### src/rtl/nfc_sched_pkg.sv
// rtl/nfc_sched_pkg.sv - shared types and constants for the NAND command scheduler
package nfc_sched_pkg;

  typedef enum logic [1:0] {
    IDLE      = 2'd0,
    WAIT_RB   = 2'd1,
    ISSUE     = 2'd2,
    WAIT_DONE = 2'd3
  } sched_state_e;

  localparam int ENTRY_W       = 80;
  localparam int WAY_FIELD_LSB = 24;
  localparam int DROP_CNT_W    = 8;
  localparam int TIMER_W       = 24;

  typedef struct packed {
    logic [31:0] command;
    logic [31:0] address;
    logic [15:0] length;
  } cmd_entry_t;

endpackage

### src/rtl/nfc_cmd_fifo.sv
// rtl/nfc_cmd_fifo.sv - register-based synchronous FIFO with simultaneous push/pop
module nfc_cmd_fifo #(
  parameter int WIDTH = 80,
  parameter int DEPTH = 4,
  localparam int PTR_W = (DEPTH > 1) ? $clog2(DEPTH) : 1,
  localparam int LVL_W = $clog2(DEPTH) + 1
) (
  input  logic             clk,
  input  logic             rst,
  input  logic             push,
  input  logic             pop,
  input  logic [WIDTH-1:0] wdata,
  output logic [WIDTH-1:0] rdata,
  output logic [LVL_W-1:0] level,
  output logic             full,
  output logic             empty
);

  logic [WIDTH-1:0] mem_q [DEPTH];
  logic [WIDTH-1:0] mem_d [DEPTH];
  logic [PTR_W-1:0] wr_ptr_q, wr_ptr_d;
  logic [PTR_W-1:0] rd_ptr_q, rd_ptr_d;
  logic [LVL_W-1:0] level_q, level_d;
  logic             push_ok;
  logic             pop_ok;

  assign full    = (level_q == LVL_W'(DEPTH));
  assign empty   = (level_q == '0);
  assign push_ok = push && !full;
  assign pop_ok  = pop && !empty;
  assign rdata   = mem_q[rd_ptr_q];
  assign level   = level_q;

  // Next pointers, level and storage; a push and pop together keep the level and order.
  always_comb begin
    mem_d    = mem_q;
    wr_ptr_d = wr_ptr_q;
    rd_ptr_d = rd_ptr_q;
    level_d  = level_q;
    if (push_ok) begin
      mem_d[wr_ptr_q] = wdata;
      wr_ptr_d        = wr_ptr_q + PTR_W'(1);
    end
    if (pop_ok) begin
      rd_ptr_d = rd_ptr_q + PTR_W'(1);
    end
    if (push_ok && !pop_ok) begin
      level_d = level_q + LVL_W'(1);
    end else if (pop_ok && !push_ok) begin
      level_d = level_q - LVL_W'(1);
    end
  end

  // Pointer and level registers; reset empties the FIFO.
  always_ff @(posedge clk) begin
    if (rst) begin
      wr_ptr_q <= '0;
      rd_ptr_q <= '0;
      level_q  <= '0;
    end else begin
      wr_ptr_q <= wr_ptr_d;
      rd_ptr_q <= rd_ptr_d;
      level_q  <= level_d;
    end
  end

  // Entry storage; contents are don't-care while the level says empty.
  always_ff @(posedge clk) begin
    mem_q <= mem_d;
  end

endmodule

### src/rtl/nfc_cmd_scheduler.sv
// rtl/nfc_cmd_scheduler.sv - queues register-written commands and issues them to the NAND core
module nfc_cmd_scheduler #(
  parameter int QUEUE_DEPTH    = 4,
  parameter int WAY_COUNT      = 2,
  parameter int TIMEOUT_CYCLES = 2000000
) (
  input  logic                         clk,
  input  logic                         rst,
  input  logic [31:0]                  iCommand,
  input  logic [31:0]                  iAddress,
  input  logic [15:0]                  iLength,
  input  logic                         iCommandValid,
  input  logic                         iClearStatus,
  input  logic [WAY_COUNT-1:0]         iNandRB,
  output logic [31:0]                  oNfcCommand,
  output logic [31:0]                  oNfcAddress,
  output logic [15:0]                  oNfcLength,
  output logic                         oNfcValid,
  input  logic                         iNfcReady,
  input  logic                         iNfcDone,
  input  logic                         iNfcFail,
  output logic [$clog2(QUEUE_DEPTH):0] oQueueLevel,
  output logic                         oQueueFull,
  output logic                         oBusy,
  output logic                         oCommandFail,
  output logic                         oTimeout,
  output logic [7:0]                   oDropCount
);

  import nfc_sched_pkg::*;

  localparam int WAY_W = (WAY_COUNT > 1) ? $clog2(WAY_COUNT) : 1;
  localparam logic [TIMER_W-1:0] TIMEOUT_LAST = TIMER_W'(TIMEOUT_CYCLES - 1);

  sched_state_e            state_q, state_d;
  logic [31:0]             cmd_q, cmd_d;
  logic [31:0]             addr_q, addr_d;
  logic [15:0]             len_q, len_d;
  logic                    valid_q, valid_d;
  logic [TIMER_W-1:0]      timer_q, timer_d;
  logic                    fail_q, fail_d;
  logic                    timeout_q, timeout_d;
  logic [DROP_CNT_W-1:0]   drop_q, drop_d;

  cmd_entry_t              push_entry;
  cmd_entry_t              head_entry;
  logic [ENTRY_W-1:0]      head_raw;
  logic                    fifo_full;
  logic                    fifo_empty;
  logic                    pop;
  logic                    fail_set;
  logic                    timeout_set;
  logic                    drop_evt;
  logic [WAY_W-1:0]        way_idx;

  assign push_entry = '{command: iCommand, address: iAddress, length: iLength};
  assign head_entry = cmd_entry_t'(head_raw);
  // A full FIFO drops the command even when a pop frees a slot on the same edge.
  assign drop_evt   = iCommandValid && fifo_full;
  assign way_idx    = cmd_q[WAY_FIELD_LSB +: WAY_W];

  nfc_cmd_fifo #(
    .WIDTH (ENTRY_W),
    .DEPTH (QUEUE_DEPTH)
  ) u_fifo (
    .clk   (clk),
    .rst   (rst),
    .push  (iCommandValid),
    .pop   (pop),
    .wdata (push_entry),
    .rdata (head_raw),
    .level (oQueueLevel),
    .full  (fifo_full),
    .empty (fifo_empty)
  );

  // Issue sequencer: pop, wait for the way to be ready, handshake, then track completion.
  always_comb begin
    state_d     = state_q;
    cmd_d       = cmd_q;
    addr_d      = addr_q;
    len_d       = len_q;
    valid_d     = valid_q;
    timer_d     = timer_q;
    pop         = 1'b0;
    fail_set    = 1'b0;
    timeout_set = 1'b0;
    case (state_q)
      IDLE: begin
        if (!fifo_empty) begin
          pop     = 1'b1;
          cmd_d   = head_entry.command;
          addr_d  = head_entry.address;
          len_d   = head_entry.length;
          state_d = WAIT_RB;
        end
      end
      WAIT_RB: begin
        if (iNandRB[way_idx]) begin
          valid_d = 1'b1;
          state_d = ISSUE;
        end
      end
      ISSUE: begin
        if (valid_q && iNfcReady) begin
          valid_d = 1'b0;
          timer_d = '0;
          state_d = WAIT_DONE;
        end
      end
      WAIT_DONE: begin
        // Completion takes priority over a timeout landing on the same cycle.
        if (iNfcDone) begin
          fail_set = iNfcFail;
          state_d  = IDLE;
        end else if (timer_q == TIMEOUT_LAST) begin
          fail_set    = 1'b1;
          timeout_set = 1'b1;
          state_d     = IDLE;
        end else begin
          timer_d = timer_q + TIMER_W'(1);
        end
      end
      default: begin
        state_d = IDLE;
      end
    endcase
  end

  // Sticky status: clear first, then any set event in the same cycle wins.
  always_comb begin
    fail_d    = fail_q;
    timeout_d = timeout_q;
    drop_d    = drop_q;
    if (iClearStatus) begin
      fail_d    = 1'b0;
      timeout_d = 1'b0;
      drop_d    = '0;
    end
    if (fail_set) begin
      fail_d = 1'b1;
    end
    if (timeout_set) begin
      timeout_d = 1'b1;
    end
    if (drop_evt && (drop_d != '1)) begin
      drop_d = drop_d + DROP_CNT_W'(1);
    end
  end

  // State, issue and status registers; reset drops any in-flight command silently.
  always_ff @(posedge clk) begin
    if (rst) begin
      state_q   <= IDLE;
      cmd_q     <= '0;
      addr_q    <= '0;
      len_q     <= '0;
      valid_q   <= 1'b0;
      timer_q   <= '0;
      fail_q    <= 1'b0;
      timeout_q <= 1'b0;
      drop_q    <= '0;
    end else begin
      state_q   <= state_d;
      cmd_q     <= cmd_d;
      addr_q    <= addr_d;
      len_q     <= len_d;
      valid_q   <= valid_d;
      timer_q   <= timer_d;
      fail_q    <= fail_d;
      timeout_q <= timeout_d;
      drop_q    <= drop_d;
    end
  end

  assign oNfcCommand  = cmd_q;
  assign oNfcAddress  = addr_q;
  assign oNfcLength   = len_q;
  assign oNfcValid    = valid_q;
  assign oQueueFull   = fifo_full;
  assign oBusy        = (state_q != IDLE) || !fifo_empty;
  assign oCommandFail = fail_q;
  assign oTimeout     = timeout_q;
  assign oDropCount   = drop_q;

endmodule

### config.mk
export PLATFORM = sky130hd
export DESIGN_NAME = nfc_cmd_scheduler
export DESIGN_NICKNAME = d
export VERILOG_FILES = /design/src/rtl/nfc_sched_pkg.sv /design/src/rtl/nfc_cmd_fifo.sv /design/src/rtl/nfc_cmd_scheduler.sv
export SDC_FILE = /design/constraint.sdc
export NUM_CORES = 1
export LEC_CHECK = 0
export CAP_MARGIN = 20
export CORE_ASPECT_RATIO = 1.25
export CORE_MARGIN = 2
export CORE_UTILIZATION = 40
export DETAILED_ROUTE_END_ITERATION = 7
export GPL_TIMING_DRIVEN = 0
export PLACE_DENSITY = 0.6
export SLEW_MARGIN = 30
export SYNTH_ARGS = -nofsm -noshare
export SYNTH_HDL_FRONTEND = slang
export SYNTH_HIERARCHICAL = 1
export SYNTH_SLANG_ARGS = --single-unit
### constraint.sdc
create_clock -name clk -period 9.7 [get_ports clk]
set_clock_uncertainty 0.05 [all_clocks]
set_input_delay 1.455 -clock clk [delete_from_list [all_inputs] [get_ports clk]]
set_output_delay 1.455 -clock clk [all_outputs]
set_load 0.01 [all_outputs]
# --- Yosys cells after proc, flatten, opt, wreduce, memory -nomap -nowiden ---
# Index checks and enable logic that the tools add are counted.
totals:
  regBits: 444
  in_bits: 89
  wordCells: 101
op_classes:
  addsub: 6
  order_cmp: 4
  n_eq_ne: 12
  muxes: 35
  bitwise: 3
  reduce_logical: 25
ops:
  columns: ["operator", "n"]
  rows:
  - ["$bwmux 320", 1]
  - ["$mux 80", 3]
  - ["$bmux 80 s2", 1]
  - ["$demux 80 s2", 1]
  - ["$mux 24", 3]
  - ["$pmux 24 s2", 1]
  - ["$add 24x1->24 const B", 1]
  - ["$eq 24x21->1 const B", 1]
  - ["$mux 8", 2]
  - ["$mux 1", 14]
  - ["$reduce_bool 2->1", 6]
  - ["$mux 2", 5]
  - ["$ne 2x2->1 const B", 5]
  - ["$add 8x1->8 const B", 1]
  - ["$logic_and 1x1->1", 8]
  - ["$ne 8x8->1 const B", 1]
  - ["$pmux 2 s4", 1]
  - ["$reduce_and 4->1", 2]
  - ["$ge 3x3->1 const B", 2]
  - ["$mux 3", 2]
  - ["$not 2->3", 2]
  - ["$add 2x1->2 const B", 2]
  - ["$eq 2x2->1 const B", 2]
  - ["$logic_not 1->1", 4]
  - ["other kinds (14)", 14]

# --- Logic depth before layout (Yosys ltp) ---
depth:
  word_depth: 7
  mapped_depth: 13
  ltp_nobuf: 11

# --- Cells and area by module ---
# The synthesis kept the hierarchy.
modules_own_cells:
  columns: ["mod", "instances", "cells_per_inst", "area_each_um2", "seq_area_each_um2"]
  rows:
  - ["nfc_cmd_fifo", 1, 462, 12054.1, 9749.4]
  - ["nfc_cmd_scheduler", 1, 587, 4718.3, 2342.2]

# --- Worst setup path before layout ---
# OpenSTA, ideal clock, no wires.
synth_path:
  path_kind: "input to register"
  from: "in iCommandValid"
  to: "reg u_fifo/mem_q[0] in the netlist's numbering (enable)"
  arrival_time_ns: 3.658
  t_required_ns: 9.203
  slack_ns: 5.545
  cell_stages: 3
  path_cell_list: "inv_1 -> nor2_1 -> and2_1"
synth_via:
  elab_chain_cells: 1
synth_rtl:
  columns: ["element", "line", "source"]
  rows:
  - ["start, declared", "nfc_cmd_scheduler.sv:12", "input logic iCommandValid,"]
  - ["$logic_and 1x1->1", "nfc_cmd_fifo.sv:29", "assign push_ok = push && !full;"]
  - ["via u_fifo.push_ok", "nfc_cmd_fifo.sv:24", "logic push_ok;"]
  - ["end signal, assigned", "nfc_cmd_fifo.sv:69", "mem_q <= mem_d;"]
  - ["end, declared", "nfc_cmd_fifo.sv:19", "logic [WIDTH-1:0] mem_q [DEPTH];"]
# The timed path passes the listed nets, and every way through them passes these cells.
# A chain may end at the register's enable or synchronous reset.

# --- Worst setup path in the final report ---
layout_path:
  from: "reg u_fifo.level_q[0] (netlist: u_fifo/level[0])"
  to: "reg u_fifo.level_q[2] (netlist: u_fifo/level[2])"
layout_via:
  elab_chain_cells: 7
layout_rtl:
  columns: ["element", "line", "source"]
  rows:
  - ["start, declared", "nfc_cmd_fifo.sv:23", "logic [LVL_W-1:0] level_q, level_d;"]
  - ["start signal, assigned", "nfc_cmd_fifo.sv:63", "level_q <= level_d;"]
  - ["$logic_not 3->1 (*)", "nfc_cmd_fifo.sv:28", "assign empty = (level_q == '0);"]
  - ["via fifo_empty", "nfc_cmd_scheduler.sv:49", "logic fifo_empty;"]
  - ["$mux 1 (*)", "nfc_cmd_scheduler.sv:90", "if (!fifo_empty) begin"]
  - ["$mux 1 (*)", "nfc_cmd_scheduler.sv:88", "case (state_q)"]
  - ["via pop", "nfc_cmd_scheduler.sv:50", "logic pop;"]
  - ["$logic_and 1x1->1 (*)", "nfc_cmd_fifo.sv:30", "assign pop_ok = pop && !empty;"]
  - ["$logic_not 1->1", "nfc_cmd_fifo.sv:47", "if (push_ok && !pop_ok) begin"]
  - ["$logic_and 1x1->1", "nfc_cmd_fifo.sv:47", null]
  - ["$mux 3 or $reduce_bool 2->1 (tied branches)", null, null]
# Mark *: on every way through the listed nets, which the timed path passes. The rest lies on a longest branch. The select of a mux whose other input is x is not followed.

==> reports/qor.json <==
{
  "cells_and_area": {
    "commonest_cells_after_routing_fill_and_taps_aside": "edfxtp_1, clkdlybuf4s50_1, nand2_1",
    "register_area_mm2": 0.0121,
    "n_fill_cell": 3537,
    "drive_gt1_frac": 0.138,
    "multi_input_area_mm2": 0.00430,
    "layout.core_utilization": 0.509,
    "synthToLayoutAreaGrowth_pct": 25.1,
    "mostFrequentLayoutCell": "edfxtp_1",
    "fin_nets": 1390
  },
  "logic_synthesis": {
    "yosys.area.top_type_share": 0.573,
    "dominantRegCellSynth": "edfxtp_1",
    "net_count_of_the_mapped_netlist": 1151,
    "synth.ff_latch_count": 444,
    "synthesis.instances": 1049,
    "yosysTopAreaCell": "edfxtp_1",
    "ys_seq_area_frac": 0.721,
    "synth_area_leaders": "edfxtp_1, dfxtp_1, mux4_2",
    "synthesis.area_mm2": 0.0168,
    "synthArstFlopShare": 0,
    "synth_enable_flop_cells": 320,
    "synth.distinct_cells": 56,
    "yosys_warnings": 6,
    "syn-mean-instance-area_um2": 16.0
  },
  "critical_path": {
    "critPathKind": "reg -> reg",
    "timing.rr.end": "u_fifo/level[2]$_SDFFE_PP0P_",
    "r2r_start": "u_fifo/level[0]$_SDFFE_PP0P_",
    "critical_path.most_common_cell": "clkbuf_1",
    "timing.reg2reg.setup_slack_ns": 5.78,
    "crit_path_max_fanout": 11,
    "worst_path_largest_cell_delay_ns": 0.67,
    "critical_path_required_ns": 10.11,
    "arrival_time_of_data_at_the_critical_path_endpoint_ns": 4.34,
    "crit_path_top_delay_cell": "clkbuf_1",
    "crit_buf_inv": 4,
    "path_delay_family": "buffers and inverters",
    "cp-start-kind": "register",
    "worstPathCellList": "nor3_1 > nand2b_1 > clkbuf_1 > inv_2 > clkbuf_1 > o31ai_1 > ha_1 > inv_1 > fa_1 > xor2_1 > or3_1 > a21oi_1",
    "rr_worst_depth": 12,
    "cp-end-kind": "register"
  },
  "sta": {
    "finalHoldViolations": 0,
    "max_slew.worst_pin.slew_ns": 0.902,
    "tns_ns": 0,
    "period_share": 0.404,
    "slew_headroom": 0.399,
    "final.setup.worst_slack_ns": 5.78,
    "holdWs_ns": 0.402,
    "final_count_of_negative_setup_slack_endpoints": 0,
    "achievable-frequency_mhz": 255,
    "post-route-min-period_ns": 3.92,
    "rsz0062_at_grt": "false",
    "finalMaxSlewViolations": 0
  },
  "routing": {
    "detailedRoute.firstPassIterationCount": 5,
    "ant_nets": 0,
    "routed_wl_um": 37300,
    "via_count": 9529,
    "route.detailed.drc": 0,
    "avgViaCountPerCell": 5.08,
    "average_wire_length_per_cell_after_detail_routing_um": 19.9,
    "drt_iter0_drc": 509
  },
  "pwr": {
    "vdd_ir_drop_max_mv": 0.145,
    "p_comb_frac": 0.274,
    "switching_share": 0.284,
    "leakage_nw": 6.80,
    "sw_pwr_w": 0.00162,
    "power.sequential.fraction": 0.428,
    "power_frac_clock": 0.299,
    "cellInternalPower_w": 0.00408,
    "power_per_cell_area_mw_per_mm2": 272
  },
  "place": {
    "gpl_congestion": 0.822,
    "detailedPlacementHpwl_um": 23900,
    "place.port_buffers": 184,
    "dpl_worst_slack_ns": 5.45
  },
  "clock_tree": {
    "cts_root_buffer": "clkbuf_16",
    "tritoncts.num_buffers": 45,
    "tritoncts_num_sinks": 444,
    "tritoncts": "built",
    "number_of_post_cts_setup_repair_buffers": 0,
    "path_clk_slew_ns": 0.06,
    "cts.htree.levels": 2,
    "clk_latency_ns": 0.55,
    "cts_hold_buf": 0,
    "cts_repair_resizes": 0,
    "clk_path_buf_depth": 3
  },
  "worst_hold_path": {
    "min_to": "oNfcLength[11]$_SDFFE_PP0P_",
    "min-delay-path-class": "reg -> reg",
    "hold-path-cell-count": 2,
    "worst_hold_path_startpoint": "oNfcLength[11]$_SDFFE_PP0P_"
  },
  "global_route": {
    "grt_usage": 0.173,
    "global_route.overflow_total": 0,
    "grt_antenna_before_repair": 1,
    "number_of_global_route_vias_before_repair": 9880,
    "grt_first_pass_wirelength_um": 57300,
    "grt_max_degree": 39
  },
  "floorplan": {
    "die_area_mm2": 0.0436,
    "initial_utilization": 0.407,
    "die-width_um": 187,
    "floorplan.rows": 83,
    "core_area_mm2": 0.0412,
    "die_y_um": 233,
    "ios": 185
  },
  "run": {
    "maxCapViolations": 0
  },
  "outcome": {
    "run_status": "finished clean"
  }
}
[layout make-up]
cell class	instances	area share
inverters	11	0.00197
flip-flops and latches	444	0.577
well taps	552	0.0329
plain buffers	51	0.0165
clock inverters	21	0.00841
clock buffers	62	0.0611
diodes	1	0.000119
multi-input cells	543	0.205
repair buffers	192	0.0972
[flip-flops by register name, indices dropped and copies added (netlist names)]
signal           flops
oNfcValid            1
u_fifo/rd_ptr_q      2
timer_q             24
state_q              2
oNfcAddress         32
u_fifo/mem_q       320
oDropCount           8
u_fifo/level         3
oCommandFail         1
oTimeout             1
u_fifo/wr_ptr_q      2
oNfcLength          16
oNfcCommand         32
[worst register-to-register path: stages (launching register included)]
cell and delay, ns:
dfxtp_1 0.41, nor3_1 0.30, nand2b_1 0.14, clkbuf_1 0.67, inv_2 0.33, clkbuf_1 0.38, o31ai_1 0.23, ha_1 0.27
inv_1 0.06, fa_1 0.37, xor2_1 0.16, or3_1 0.30, a21oi_1 0.17
[per-stage QoR]
stage / area [um^2] / cells / power (W)
floorplan: 16800 / 1049 / 0.00340
global placement: 19300 / 1785 / 0.00406
detailed placement: 19500 / 1793 / 0.00408
CTS: 21000 / 1876 / 0.00580
global route: 21000 / 1876 / 0.00600
finish: 21000 / 1877 / 0.00570
[synth_stat cells, drive strengths merged (3+ instances only)]
master    n
or3       9
edfxtp  320
nor3     10
o21ai    12
a21oi    97
nand2b    8
a311oi    3
clkbuf   25
mux2i     4
mux4     80
and2      8
ha       12
nand4    15
inv      11
nand3     9
nand2   181
xor2     13
dfxtp   124
and3      6
buf      26
xnor2     8
and4      3
nor4      4
nor2b     8
nor2     27
[routing by layer]
layer,GRT usage,wire (um)
met4,0.0489,759
met3,0.0338,1640
met1,0.217,15800
met2,0.305,19100
met5,0,13
[worst max-delay path by stage]
stage / start / to / cells past startpoint
after detailed placement: rst / oNfcCommand[28]$_SDFFE_PP0P_ / 5
after global placement: iCommandValid / u_fifo/mem_q[111]$_DFFE_PP_ / 4
after global routing: u_fifo/level[0]$_SDFFE_PP0P_ / u_fifo/level[2]$_SDFFE_PP0P_ / 12
final: u_fifo/level[0]$_SDFFE_PP0P_ / u_fifo/level[2]$_SDFFE_PP0P_ / 12
after floorplan: iCommandValid / u_fifo/mem_q[0]$_DFFE_PP_ / 3
after CTS: u_fifo/level[0]$_SDFFE_PP0P_ / u_fifo/level[2]$_SDFFE_PP0P_ / 12
[kinds of logic (layout without fill, tap and decap cells)]
family | Yosys count | after routing | synth area share
flip-flops | 444 | 444 | 0.721
AND/OR/NAND/NOR | 295 | 295 | 0.0800
AO/OA/AOI/OAI | 130 | 130 | 0.0446
multiplexers | 84 | 84 | 0.110
buffers and inverters | 62 | 337 | 0.0231
XOR/XNOR | 21 | 21 | 0.0110
adder cells (fa/ha/maj) | 13 | 13 | 0.0101
other | 0 | 1 | 0
[power by group through the flow]
stage | registers [W] | clock network, W | logic (W)
2_1_floorplan | 0.00253 | 0 | 0.000869
3_3_place_gp | 0.00249 | 0 | 0.00157
3_5_place_dp | 0.00248 | 0 | 0.00160
4_1_cts | 0.00244 | 0.00175 | 0.00161
5_1_grt | 0.00247 | 0.00182 | 0.00172
6_report | 0.00244 | 0.00170 | 0.00156
Power figures use the tool's default switching activity.
